## src/rtl/pipeline_stage_reg_if.sv

```systemverilog
// Handshake and status bundle for pipeline_stage_reg (valid/ready on both sides).
interface pipeline_stage_reg_if #(
    parameter int DataWidth  = 32,
    parameter int CountWidth = 16
);
    logic                  flush;
    logic                  in_valid;
    logic                  in_ready;
    logic [DataWidth-1:0]  in_data;
    logic                  out_valid;
    logic                  out_ready;
    logic [DataWidth-1:0]  out_data;
    logic [1:0]            occupancy;
    logic [CountWidth-1:0] stall_count;

    modport master (
        output flush, in_valid, in_data, out_ready,
        input  in_ready, out_valid, out_data, occupancy, stall_count
    );
    modport slave (
        input  flush, in_valid, in_data, out_ready,
        output in_ready, out_valid, out_data, occupancy, stall_count
    );
endinterface

```

## src/rtl/pipeline_stage_reg.sv

```systemverilog
// Valid/ready pipeline register with stall counter. Define PIPELINE_STAGE_SKID_BUFFER_EN
// for a two-entry skid buffer whose in_ready is registered (no path from out_ready).
module pipeline_stage_reg #(
    parameter int DataWidth  = 32,
    parameter int CountWidth = 16
) (
    input logic                 clock,
    input logic                 reset,
    pipeline_stage_reg_if.slave bus
);
    localparam logic [CountWidth-1:0] CountMax = '1;

    logic                  in_ready;
    logic                  out_valid;
    logic                  accept;
    logic                  drain;
    logic [DataWidth-1:0]  main_q, main_d;
    logic [CountWidth-1:0] stall_q, stall_d;

    assign accept = bus.in_valid & in_ready;
    assign drain  = out_valid & bus.out_ready;

    assign bus.in_ready    = in_ready;
    assign bus.out_valid   = out_valid;
    assign bus.out_data    = main_q;
    assign bus.stall_count = stall_q;

`ifdef PIPELINE_STAGE_SKID_BUFFER_EN
    // Encoding doubles as the entry count driven on occupancy.
    typedef enum logic [1:0] {
        EMPTY = 2'd0,
        ONE   = 2'd1,
        TWO   = 2'd2
    } state_e;

    state_e               state_q, state_d;
    logic [DataWidth-1:0] skid_q, skid_d;
    logic                 ready_q, ready_d;

    assign in_ready      = ready_q;
    assign out_valid     = (state_q != EMPTY);
    assign bus.occupancy = state_q;

    // NOTE: every always_comb output gets a default first so no path infers a latch.
    always_comb begin
        state_d = state_q;
        main_d  = main_q;
        skid_d  = skid_q;
        if (bus.flush) begin
            state_d = EMPTY;
        end else begin
            case (state_q)
                EMPTY: if (accept) begin
                    state_d = ONE;
                    main_d  = bus.in_data;
                end
                ONE: if (accept && drain) begin
                    main_d = bus.in_data;
                end else if (accept) begin
                    state_d = TWO;
                    skid_d  = bus.in_data;
                end else if (drain) begin
                    state_d = EMPTY;
                end
                TWO: if (drain) begin
                    state_d = ONE;
                    main_d  = skid_q;
                end
                default: state_d = EMPTY;
            endcase
        end
        ready_d = (state_d != TWO);
    end

    // NOTE: payload registers are reset too, because out_data must read 0 during reset.
    always_ff @(posedge clock or negedge reset) begin
        if (!reset) begin
            state_q <= EMPTY;
            main_q  <= '0;
            skid_q  <= '0;
            ready_q <= 1'b1;
            stall_q <= '0;
        end else begin
            state_q <= state_d;
            main_q  <= main_d;
            skid_q  <= skid_d;
            ready_q <= ready_d;
            stall_q <= stall_d;
        end
    end
`else
    typedef enum logic {
        EMPTY = 1'b0,
        FULL  = 1'b1
    } state_e;

    state_e state_q, state_d;

    assign out_valid     = (state_q == FULL);
    assign in_ready      = bus.out_ready | ~out_valid;
    assign bus.occupancy = {1'b0, state_q};

    // A full register only accepts while draining, so accept alone covers FULL->FULL.
    always_comb begin
        state_d = state_q;
        main_d  = main_q;
        if (bus.flush) begin
            state_d = EMPTY;
        end else if (accept) begin
            state_d = FULL;
            main_d  = bus.in_data;
        end else if (drain) begin
            state_d = EMPTY;
        end
    end

    always_ff @(posedge clock or negedge reset) begin
        if (!reset) begin
            state_q <= EMPTY;
            main_q  <= '0;
            stall_q <= '0;
        end else begin
            state_q <= state_d;
            main_q  <= main_d;
            stall_q <= stall_d;
        end
    end
`endif

    // Flush does not clear the counter; it saturates instead of wrapping.
    always_comb begin
        stall_d = stall_q;
        if (out_valid && !bus.out_ready && (stall_q != CountMax)) begin
            stall_d = stall_q + CountWidth'(1);
        end
    end
endmodule

```

## src/flat_wrapper.sv

```systemverilog
// flat-port wrapper written by rule: the top's interface ports become plain ports
module pipeline_stage_reg_flat 
#(
    parameter int DataWidth  = 32,
    parameter int CountWidth = 16
)
  (clock, reset, bus_flush, bus_in_valid, bus_in_data, bus_out_ready, bus_in_ready, bus_out_valid, bus_out_data, bus_occupancy, bus_stall_count);
  pipeline_stage_reg_if #(.DataWidth(DataWidth), .CountWidth(CountWidth)) bus_i ();
  input logic clock;
  input logic reset;
  input wire logic [$bits(bus_i.flush)-1:0] bus_flush;
  input wire logic [$bits(bus_i.in_valid)-1:0] bus_in_valid;
  input wire logic [$bits(bus_i.in_data)-1:0] bus_in_data;
  input wire logic [$bits(bus_i.out_ready)-1:0] bus_out_ready;
  output wire logic [$bits(bus_i.in_ready)-1:0] bus_in_ready;
  output wire logic [$bits(bus_i.out_valid)-1:0] bus_out_valid;
  output wire logic [$bits(bus_i.out_data)-1:0] bus_out_data;
  output wire logic [$bits(bus_i.occupancy)-1:0] bus_occupancy;
  output wire logic [$bits(bus_i.stall_count)-1:0] bus_stall_count;
  assign bus_i.flush = bus_flush;
  assign bus_i.in_valid = bus_in_valid;
  assign bus_i.in_data = bus_in_data;
  assign bus_i.out_ready = bus_out_ready;
  assign bus_in_ready = bus_i.in_ready;
  assign bus_out_valid = bus_i.out_valid;
  assign bus_out_data = bus_i.out_data;
  assign bus_occupancy = bus_i.occupancy;
  assign bus_stall_count = bus_i.stall_count;
  pipeline_stage_reg #(.DataWidth(DataWidth), .CountWidth(CountWidth)) u_core (.clock(clock), .reset(reset), .bus(bus_i));
endmodule
```

## config.mk

```make
export PLATFORM = sky130hd
export DESIGN_NAME = pipeline_stage_reg_flat
export DESIGN_NICKNAME = d
export VERILOG_FILES = /design/src/rtl/pipeline_stage_reg_if.sv /design/src/rtl/pipeline_stage_reg.sv /design/src/flat_wrapper.sv
export SDC_FILE = /design/constraint.sdc
export NUM_CORES = 1
export LEC_CHECK = 0
export BUFFER_PORTS_ARGS = -buffer_cell sky130_fd_sc_hd__buf_2
export CORE_ASPECT_RATIO = 1.75
export CORE_UTILIZATION = 40
export CTS_BUF_LIST = sky130_fd_sc_hd__clkbuf_4 sky130_fd_sc_hd__clkbuf_8
export CTS_CLUSTER_DIAMETER = 30
export CTS_CLUSTER_SIZE = 8
export DETAILED_ROUTE_END_ITERATION = 8
export HOLD_SLACK_MARGIN = 0.06
export PLACE_DENSITY_LB_ADDON = 0.08
export SYNTH_ARGS = -nofsm -noshare
export SYNTH_HDL_FRONTEND = slang
export SYNTH_SLANG_ARGS = --single-unit
```

## constraint.sdc

```tcl
create_clock -name clock -period 2.3 [get_ports clock]
set_input_delay 0.345 -clock clock [delete_from_list [all_inputs] [get_ports clock]]
set_output_delay 0.345 -clock clock [all_outputs]
set_load 0.05 [all_outputs]
```

# == After elaboration in Yosys (flattened, before gate mapping) ==
# Cells that the tools add are included.
# word_totals
ff_bits,49
input_bits,37
# op_classes
n_addsub,1
eq_ne,1
mux,3
n_bitwise,5
reduce_logical,5
# op_table
cell,count
$add 16x1->16 const B,1
$ne 16x16->1 const B,1
$mux 1,3
$reduce_bool 3->1,1
$and 1x1->1,2
$logic_and 1x1->1,2
$not 1->1,2
$reduce_and 2->1,1
$logic_not 1->1,1
$or 1x1->1,1

# == Logic depth before layout (Yosys ltp) ==
# Gate-level depths: netlist (run 1).
# logic_depth
depth_word,5
ltp_mapped,6
depth_no_buf,5

# == Worst setup path after synthesis (run 1) ==
# OpenSTA, ideal clock, no wires.
# synth_timing
kind,register to register
startpoint,"reg u_core.stall_q[0], in the netlist u_core.bus.stall_count[0]"
endpoint,"reg u_core.stall_q[11], in the netlist u_core.bus.stall_count[11]"
setup_ns,0.145
arrival_ns,1.916
required_ns,2.155
slack_ns,0.239
stages_incl_launch_ff,7
n_path_buf,1
path_cell_list,dfrtp_1 -> ha_1 -> nand4_2 -> nor4_4 -> buf_4 -> nor4_1 -> xor2_1
# synth_between
elab_chain_len,2
elab_cells_between_ends,3
# synth_rtl
item,line_no,text
from (decl),pipeline_stage_reg.sv:18,"logic [CountWidth-1:0] stall_q, stall_d;"
from (signal assigned),pipeline_stage_reg.sv:125,stall_q <= stall_d;
"parallel branches: the longest is 2 deep, another holds $add 16x1->16",n/a,
# Several ways; the timed one is not identified.
# A chain may end at the register's enable or synchronous reset.

# == Final worst setup path (run 1) ==
# layout_timing
startpoint,"reg u_core.state_q, in the netlist u_core.bus.out_valid"
endpoint,out bus_in_ready
# layout_between
elab_chain_len,2
# layout_rtl
item,line_no,text
from (decl),pipeline_stage_reg.sv:97,"state_e state_q, state_d;"
from (signal assigned),pipeline_stage_reg.sv:123,state_q <= state_d;
$not 1->1,pipeline_stage_reg.sv:100,assign in_ready = bus.out_ready | ~out_valid;
$or 1x1->1,pipeline_stage_reg.sv:100,
to (decl),flat_wrapper.sv:15,output wire logic [$bits(bus_i.in_ready)-1:0] bus_in_ready;
# No other way between the ends.

==> results of run 1 <==
## per-stage QoR
stage               instance area (um^2)  power [mW]  setup slack, ps
global route                        2675       2.756            162.4
CTS                                 2675       2.671            237.0
finish                              2675       2.628            257.8
detailed placement                  2550       2.041            468.3
global placement                    2550       2.022            555.4
floorplan                           2061       1.799            239.1
## registers in the layout, summed over array words and instances, names as in the netlist
register and flops:
u_core.bus.out_data 32, u_core.bus.stall_count 16, u_core.bus.out_valid 1
## cell usage in the layout (no fill, tap or decap)
master,netlist,routed
and2b_1,1,1
inv_1,1,1
nor2_1,4,4
nand2_1,7,7
nor4_4,1,1
buf_2,4,87
clkinv_4,0,1
mux2_2,33,33
nor3b_1,1,1
nand4_1,3,3
nor4b_2,1,1
nand3_1,4,4
nand4_2,1,1
nor4_2,1,1
ha_1,1,1
buf_4,3,3
or2_2,1,1
nor3_1,5,5
dfrtp_1,49,49
nor4_1,4,4
clkbuf_8,0,5
nor3b_4,0,1
or4_1,1,1
dlygate4sd3_1,0,1
nor3_2,1,1
clkbuf_4,0,1
conb_1,1,1
xor2_1,15,15
nor4b_1,1,1
or3_4,1,1
bufinv_16,0,1
or3_1,1,1
## worst paths after layout
| kind | start | endpoint | slack [ps] | cells past startpoint |
|---|---|---|---|---|
| min in group asynchronous | reset | u_core.bus.out_data[24]$_DFFE_PN0P_ | 520 | 2 |
| min reg2reg | u_core.bus.out_data[11]$_DFFE_PN0P_ | u_core.bus.out_data[11]$_DFFE_PN0P_ | 500 | 1 |
| min | bus_flush | u_core.bus.out_valid$_DFFE_PN0P_ | 250 | 2 |
| max in group asynchronous | reset | u_core.bus.out_data[29]$_DFFE_PN0P_ | 1040 | 3 |
| max | u_core.bus.out_valid$_DFFE_PN0P_ | bus_in_ready | 260 | 3 |
| max reg2reg | u_core.bus.stall_count[0]$_DFFE_PN0P_ | u_core.bus.stall_count[11]$_DFFE_PN0P_ | 460 | 6 |
## power groups by stage
stage	combinational (mW)	sequential (mW)	clock (mW)
floorplan	0.184	1.61	0
global placement	0.908	1.11	0
detailed placement	0.917	1.12	0
CTS	0.919	1.11	0.645
global route	0.950	1.13	0.680
finish	0.907	1.10	0.618
## metal layers
metal,up-vias,track usage [%],wire [um]
li1,692,-,-
met2,65,31.04,2280
met5,-,0,0
met1,722,18.91,1572
met3,11,3.476,254
met4,0,7.692,111
## cells by family after synthesis
group | after synthesis | share of synthesized area, %
buffers and inverters | 8 | 2.246
XOR/XNOR | 15 | 6.375
adder cells (fa/ha/maj) | 1 | 0.6071
multiplexers | 33 | 18.03
AND/OR/NAND/NOR | 40 | 13.05
flip-flops | 49 | 59.50
other | 1 | 0.1820
## final cells by class
cell class	count	area, um^2
inverter	1	3.754
tap	54	67.56
fill	453	2302
clock inverter	2	38.79
multi-input combinational	90	794.5
timing repair buffer	91	467.9
clock buffer	6	76.32
sequential	49	1226
## worst register-to-register path: cells and delay by family, from the launching register on
family                     cells  cell delay [ps]
DFF                            1              420
adders and majority gates      1              220
and+or+nand+nor                3              650
xor gates and xnor gates       1              170
buffers and inverters          1              250
==> out/qor.yml, run 1 <==
synth_warnings: 0
max-cap-violations: 0
clockBufferDepth: 2
grt_max_degree: 33
synthTopCellsByCount: "dfrtp_1, mux2_2, xor2_1"
clock_latency_ps: 300
path_clk_slew_ps: 80
totalWireLength_um: 4220
netlist_area_um2: 2061
cp.arrival_ps: 1700
cts_tree: "done"
swShare_pct: 39.91
clkPwrFrac_pct: 23.5
worst_pin_slew_ps: 506.1
viasPerCell: 5.085
fin_skew_ps: 4.254
p_switching_mw: 1.049
critical_path_class: "register to output port"
critPathMaxStageDelay_ps: 410
cp_cell_sequence: "and2b_1 -> inv_1 -> buf_2"
dieArea_um2: 5454
start_kind: "register"
setup_violations: 0
crit_path_top_delay_cell: "inv_1"
diodes: 0
async_flop_share_pct: 100.0
grt_antenna_before_repair: 0
cp.required_ps: 1960
rsz0062_at_grt: "false"
power_density_nw_per_um2: 982.5
layout-drive-gt1-share_pct: 58.16
globalRouteOverflowTotal: 0
max_freq_ghz: 0.4897
fin_nets: 276
cts_root_buf: "clkbuf_8"
wl_per_cell_um: 14.40
ys_seq_area_share_pct: 59.50
p_leak_nw: 1.371
syn_avg_cell_area_um2: 14.02
syn_nets: 185
drcViolationCount: 0
whs_ps: 247.9
placed_cells: 284
peakVddDrop_mv: 0.7687
firstDrtPassIters: 4
outcome: "finished, final reports clean"
globalplace.congestion: 0.8107
die_h_um: 96.95
fp.coreArea_um2: 4977
post_cts.repair.setup_buffers: 0
drv_slew: 0
layout.cells.non_filler: 293
worstSetupEndpointType: "output port"
hold_path.class: "input port to register"
combPwrFrac_pct: 34.5
syn_inst: 147
grt_pass1_vias: 1567
die_w_um: 56.26
synth_top_area_cell: "dfrtp_1"
rows: 34
drtAntennaViolNets: 0
seqPwrFrac_pct: 42.0
cts_max_level: 2
synth_top_cell_area_share_pct: 59.50
fin_setup_tns_ps: 0
yosysMostFrequentCell: "dfrtp_1"
synth_edf_count: 0
grt_pass1_wl_um: 7327
p_int_mw: 1.579
start_util_pct: 41.40
clock_sinks: 49
pin_count: 89
critical_path.top_delay_family: "buffers and inverters"
via_count: 1490
relSlewSlack_pct: 66.22
io_buffers: 87
track_usage_pct: 17.20
cp_num_buf_inv: 2
dp_hpwl_um: 3221
period_needed_ps: 2042
utilization_pct: 53.75
dominantRegCellSynth: "dfrtp_1"
drt_iter0_markers: 40
ys_ff_latch: 49
ys_top_cells_by_area: "dfrtp_1, mux2_2, xor2_1, nand2_1, nor3_1"
syn2layout_area_growth_pct: 29.81
cts_resized: 0
hold_viol_final: 0
worstPathMaxFanout: 15
synth_cell_types: 27
ctsHoldBuffers: 1
cts_buffers: 5
period_share_pct: 88.79
No activity file was read; power rests on OpenSTA's default activity.
==> run 2: changes to the inputs <==
- ABC_CLOCK_PERIOD_IN_PS: not set -> 2200
- clock period: 2.3 -> 2.2 ns (I/O delays scaled with it)
==> run 2 against run 1 <==
  * Sequential power rose by 5%
  * Flip-flop and latch count did not move
  * Critical endpoint unchanged
  * Largest cell class unchanged
  * Sequential share of layout area fell by 0.21 points
  * Critical path type unchanged
==> out/qor.yml, run 2 (same netlist as run 1, synthesis figures left out) <==
outcome: "finished, final reports clean"  # unchanged
layout.cells.non_filler: 294  # was 293
highest_layer: "met4"  # unchanged
whs_endpoint: "u_core.bus.out_valid$_DFFE_PN0P_"  # unchanged
dp_hpwl_um: 3345  # was 3221 um
grt_antenna_before_repair: 0  # unchanged
globalRouteOverflowTotal: 0  # unchanged
dieArea_um2: 5454  # unchanged
viasPerCell: 5.112  # was 5.085
cts_resized: 0  # unchanged
totalWireLength_um: 4299  # was 4220 um
fin_ws_ps: 194.9  # was 257.8 ps
fin_area_um2: 2688  # was 2675 um^2
cp.arrival_ps: 1680  # was 1700 ps
start_kind: "register"  # unchanged
rsz0062_at_grt: "false"  # unchanged
post-place-ws_ps: 413.1  # was 468.3 ps
clock_sinks: 49  # unchanged
cp.required_ps: 1870  # was 1960 ps
globalplace.congestion: 0.8335  # was 0.8107
final_common_cell: "buf_2"  # unchanged
syn2layout_area_growth_pct: 30.42  # was 29.81%
layout-drive-gt1-share_pct: 58.33  # was 58.16%
cts_max_level: 2  # unchanged
start_util_pct: 41.40  # unchanged
utilization_pct: 54.00  # was 53.75%
max-cap-violations: 0  # unchanged
cts_tree: "done"  # unchanged
die_w_um: 56.26  # unchanged
ctsHoldBuffers: 1  # unchanged
peakVddDrop_mv: 0.7575  # was 0.7687 mV
grt_max_degree: 33  # unchanged
period_needed_ps: 2005
fin_setup_tns_ps: 0  # unchanged
drtAntennaViolNets: 0  # unchanged
rows: 34  # unchanged
p_leak_nw: 1.374  # was 1.371 nW
io_buffers: 87  # unchanged
hold_start: "bus_flush"  # unchanged
post_cts.repair.setup_buffers: 0  # unchanged
critical_path_class: "register to output port"  # unchanged
via_count: 1503  # was 1490
worstHoldPathCells: 2  # unchanged
drv_slew: 0  # unchanged
drcViolationCount: 0  # unchanged
grt_pass1_vias: 1605  # was 1567
power_density_nw_per_um2: 1030  # was 982.5 nW/um^2
rrSetupSlack_ps: 380  # was 460 ps
hold_viol_final: 0  # unchanged
hold_path.class: "input port to register"  # unchanged
wl_per_cell_um: 14.62  # was 14.40 um
cts_buffers: 5  # unchanged
worstSetupEndpointType: "output port"  # unchanged
final_cell_mix: "buf_2, dfrtp_1, mux2_2"  # unchanged
crit_start: "u_core.bus.out_valid$_DFFE_PN0P_"  # unchanged
track_usage_pct: 17.55  # was 17.20%
dr_wl_met3_um: 230  # was 254 um
worst_r2r_endpoint: "u_core.bus.stall_count[7]$_DFFE_PN0P_"  # was u_core.bus.stall_count[11]$_DFFE_PN0P_
pin_count: 89  # unchanged
worstReg2RegStart: "u_core.bus.stall_count[0]$_DFFE_PN0P_"  # unchanged
largest_reg_flops: 32  # unchanged
setup_violations: 0  # unchanged
firstDrtPassIters: 4  # unchanged
placed_cells: 285  # was 284
placed_cell_area_um2: 2557  # was 2550 um^2
drt_iter0_markers: 32  # was 40
clockBufferDepth: 2  # unchanged
grt_pass1_wl_um: 7452  # was 7327 um
diodes: 0  # unchanged
path_clk_slew_ps: 90  # was 80 ps
die_h_um: 96.95  # unchanged
fin_skew_ps: 6.896  # was 4.254 ps
fin_nets: 277  # was 276
clock_latency_ps: 300  # about the same
wl_met2_um: 2400  # was 2280 um
m1WireLength_um: 1581  # was 1572 um
cts_root_buf: "clkbuf_8"  # unchanged
worstPathMaxFanout: 15  # unchanged
max_freq_ghz: 0.4987
period_share_pct: 91.14
fp.coreArea_um2: 4977  # unchanged
worst-r2r-cell-count: 6  # unchanged
[run 2: cell count changes in the layout (fill, tap and decap cells not counted), sizes merged]
cell | previous run | this run
buf | 90 | 91
clkinv | 1 | 0
clkinvlp | 0 | 1
[run 2: stage by stage]
step | hold slack, ps | power [mW]
2_1_floorplan | 34.41 | 1.880
5_1_grt | 226.7 | 2.893
6_report | 237.6 | 2.768
4_1_cts | 223.4 | 2.810
3_3_place_gp | 289.6 | 2.116
3_5_place_dp | 291.6 | 2.137
[run 2: layout make-up]
type | count | area, um^2
Clock buffer | 6 | 82.58
Clock inverter | 2 | 37.54
Fill cell | 440 | 2290
Inverter | 1 | 3.754
Multi-Input combinational cell | 90 | 794.5
Sequential cell | 49 | 1226
Tap cell | 54 | 67.56
Timing Repair Buffer | 92 | 475.5
[run 2: worst max-delay path, stage by stage (launching register included)]
cell and delay (ps):
dfrtp_1 390, and2b_1 230, inv_1 390, buf_2 360
[run 2: how the worst max path moves through the flow]
stage                                             end  slack (ps)
4_1_cts                                  bus_in_ready         180
5_1_grt                                  bus_in_ready         110
3_5_place_dp    u_core.bus.stall_count[7]$_DFFE_PN0P_         410
3_3_place_gp    u_core.bus.stall_count[9]$_DFFE_PN0P_         460
2_1_floorplan  u_core.bus.stall_count[11]$_DFFE_PN0P_         140
6_report                                 bus_in_ready         190
[run 2: metal layers]
layer	GRT usage, %	vias up
li1	-	700
met1	18.76	734
met2	32.42	61
met3	3.476	8
met4	7.505	0
met5	0	-
[run 2: power by group]
group	switching [mW]	total, mW	internal (mW)	leakage (nW)
sequential	0.108	1.15	1.05	0.605
combinational	0.701	0.953	0.252	0.712
clock	0.291	0.660	0.370	0.0574
==> run 3: changes to the inputs <==
- ABC_CLOCK_PERIOD_IN_PS: 2200 -> 2100
- clock period: 2.2 -> 2.1 ns (I/O delays scaled with it)
==> run 3 against run 2 <==
  * Final cell count shrank 0.34%
  * Clock skew shrank 1.2 ps
  * Largest cell class unchanged
  * Global-route usage shrank 0.26 points
  * Flip-flop and latch count is the same
  * Largest power group unchanged
  * Hold slack lost 140 ps
  * Non-clock buffer count shrank 1
  * Highest routed layer unchanged
  * Total power grew 0.42%
  * Critical path type unchanged
  * Register-to-register slack lost 140 ps
  * Via count shrank 2.3%
  * Design area shrank 0.79%
  * Combinational power grew 4.8%
  * First-iteration DRC count shrank 9.4%
==> out/qor.yml, run 3 (same netlist as run 1, synthesis figures left out) <==
met3_usage_pct: 3.075  # was 3.476%
hold_path.class: "input port to asynchronous set/reset pin"  # was input port to register
rsz0062_at_grt: "false"  # unchanged
syn2layout_area_growth_pct: 29.39  # was 30.42%
max_freq_ghz: 0.5048
fp.coreArea_um2: 4977  # unchanged
globalRouteOverflowTotal: 0  # unchanged
firstDrtPassIters: 4  # unchanged
dp_hpwl_um: 3161  # was 3345 um
via_count: 1469  # was 1503
outcome: "finished, final reports clean"  # unchanged
start_util_pct: 41.40  # unchanged
pin_count: 89  # unchanged
final_common_cell: "buf_2"  # unchanged
start_kind: "register"  # unchanged
whs_ps: 96.80  # was 237.6 ps
critical_path_class: "register to output port"  # unchanged
die_w_um: 56.26  # unchanged
final_cell_mix: "buf_2, dfrtp_1, mux2_2"  # unchanged
fillers: 450  # was 440
grt_pass1_wl_um: 7465  # was 7452 um
clock_latency_ps: 290  # was 300 ps
cp_num_buf_inv: 2  # unchanged
drt_iter0_markers: 29  # was 32
clock_sinks: 49  # unchanged
p_int_mw: 1.628  # was 1.668 mW
power_density_nw_per_um2: 1042  # was 1030 nW/um^2
relSlewSlack_pct: 59.80
clockBufferDepth: 2  # unchanged
rows: 34  # unchanged
grt_pass1_vias: 1622  # was 1605
critPathMaxStageDelay_ps: 400  # was 390 ps
grt_antenna_before_repair: 0  # unchanged
largest_reg_flops: 32  # unchanged
dieArea_um2: 5454  # unchanged
cp_cell_sequence: "and2b_1 -> inv_1 -> buf_2"  # unchanged
seqPwrFrac_pct: 43.6  # was 41.7%
cts_buffers: 5  # unchanged
setup_violations: 0  # unchanged
die_h_um: 96.95  # unchanged
layout-drive-gt1-share_pct: 58.58  # was 58.33%
period_share_pct: 94.33
p_leak_nw: 1.368  # was 1.374 nW
critical_path.top_delay_family: "buffers and inverters"  # unchanged
fin_skew_ps: 5.728  # was 6.896 ps
track_usage_pct: 17.29  # was 17.55%
layout.cells.non_filler: 293  # was 294
fin_nets: 276  # was 277
ctsHoldBuffers: 0  # was 1
hold_viol_final: 0  # unchanged
max-cap-violations: 0  # unchanged
globalplace.congestion: 0.8305  # was 0.8335
top_usage_layer: "met2"  # unchanged
worstSetupEndpointType: "output port"  # unchanged
p_switching_mw: 1.151  # was 1.100 mW
cts_resized: 0  # unchanged
fin_ws_ps: 119.0  # was 194.9 ps
worst_pin_slew_ps: 603.0
cts_tree: "done"  # unchanged
cp.arrival_ps: 1670  # was 1680 ps
worstPathMaxFanout: 15  # unchanged
viasPerCell: 5.014  # was 5.112
peakVddDrop_mv: 0.8527  # was 0.7575 mV
post-place-ws_ps: 268.5  # was 413.1 ps
drv_slew: 0  # unchanged
grt_util_met1_pct: 18.90  # was 18.76%
io_buffers: 87  # unchanged
cts_root_buf: "clkbuf_8"  # unchanged
crit_path_top_delay_cell: "dfrtp_1"  # unchanged
cp.required_ps: 1780  # was 1870 ps
placed_cells: 285  # unchanged
grtUsageMet2_pct: 32.33  # was 32.42%
diodes: 0  # unchanged
path_clk_slew_ps: 90  # about the same
clkPwrFrac_pct: 20.5  # was 23.9%
drcViolationCount: 0  # unchanged
period_needed_ps: 1981
post_cts.repair.setup_buffers: 0  # unchanged
grt_max_degree: 50  # was 33
combPwrFrac_pct: 35.9  # was 34.4%
swShare_pct: 41.42  # was 39.73%
cts_max_level: 2  # unchanged
wl_per_cell_um: 14.56  # was 14.62 um
drtAntennaViolNets: 0  # unchanged
fin_setup_tns_ps: 0  # unchanged
totalWireLength_um: 4267  # was 4299 um
## run 3: layout make-up
class	instances	area (um^2)	area share (%)
Sequential cell	49	1226	45.99
Multi-Input combinational cell	90	794.5	29.80
Timing Repair Buffer	91	478.0	17.93
Clock buffer	6	82.58	3.097
Tap cell	54	67.56	2.534
Clock inverter	2	13.76	0.5162
Inverter	1	3.754	0.1408
## run 3: worst paths after layout
check | endpoint | slack (ps) | depth (start not counted) | from
setup / recovery | bus_in_ready | 120 | 3 | u_core.bus.out_valid$_DFFE_PN0P_
hold / removal | u_core.bus.out_data[24]$_DFFE_PN0P_ | 100 | 2 | reset
setup reg to reg | u_core.bus.stall_count[1]$_DFFE_PN0P_ | 240 | 6 | u_core.bus.stall_count[0]$_DFFE_PN0P_
hold reg to reg | u_core.bus.stall_count[15]$_DFFE_PN0P_ | 500 | 1 | u_core.bus.stall_count[15]$_DFFE_PN0P_
max in group asynchronous | u_core.bus.out_data[31]$_DFFE_PN0P_ | 1590 | 2 | reset
min in group clock | u_core.bus.out_valid$_DFFE_PN0P_ | 220 | 2 | bus_flush
## run 3: through the flow
step	utilization [%]	total power, mW	instance area (um^2)
after floorplan	-	1.970	2061
after global placement	51.63	2.216	2570
after detailed placement	51.63	2.245	2570
after CTS	53.57	2.825	2666
after global routing	53.57	2.921	2666
final	53.57	2.779	2666
## run 3: layer usage
layer | vias up | wire length, um | share of wire [%]
met5 | - | 0 | 0
met4 | 0 | 70 | 1.6
met3 | 5 | 228 | 5.3
met2 | 55 | 2351 | 55
met1 | 720 | 1617 | 38
li1 | 689 | - | -
## run 3: power by group through the flow
stage | sequential, mW | combinational [mW] | clock (mW)
after global routing | 1.24 | 1.05 | 0.634
after detailed placement | 1.23 | 1.01 | 0
after global placement | 1.22 | 0.999 | 0
after CTS | 1.22 | 1.01 | 0.597
after floorplan | 1.77 | 0.201 | 0
final | 1.21 | 0.999 | 0.569
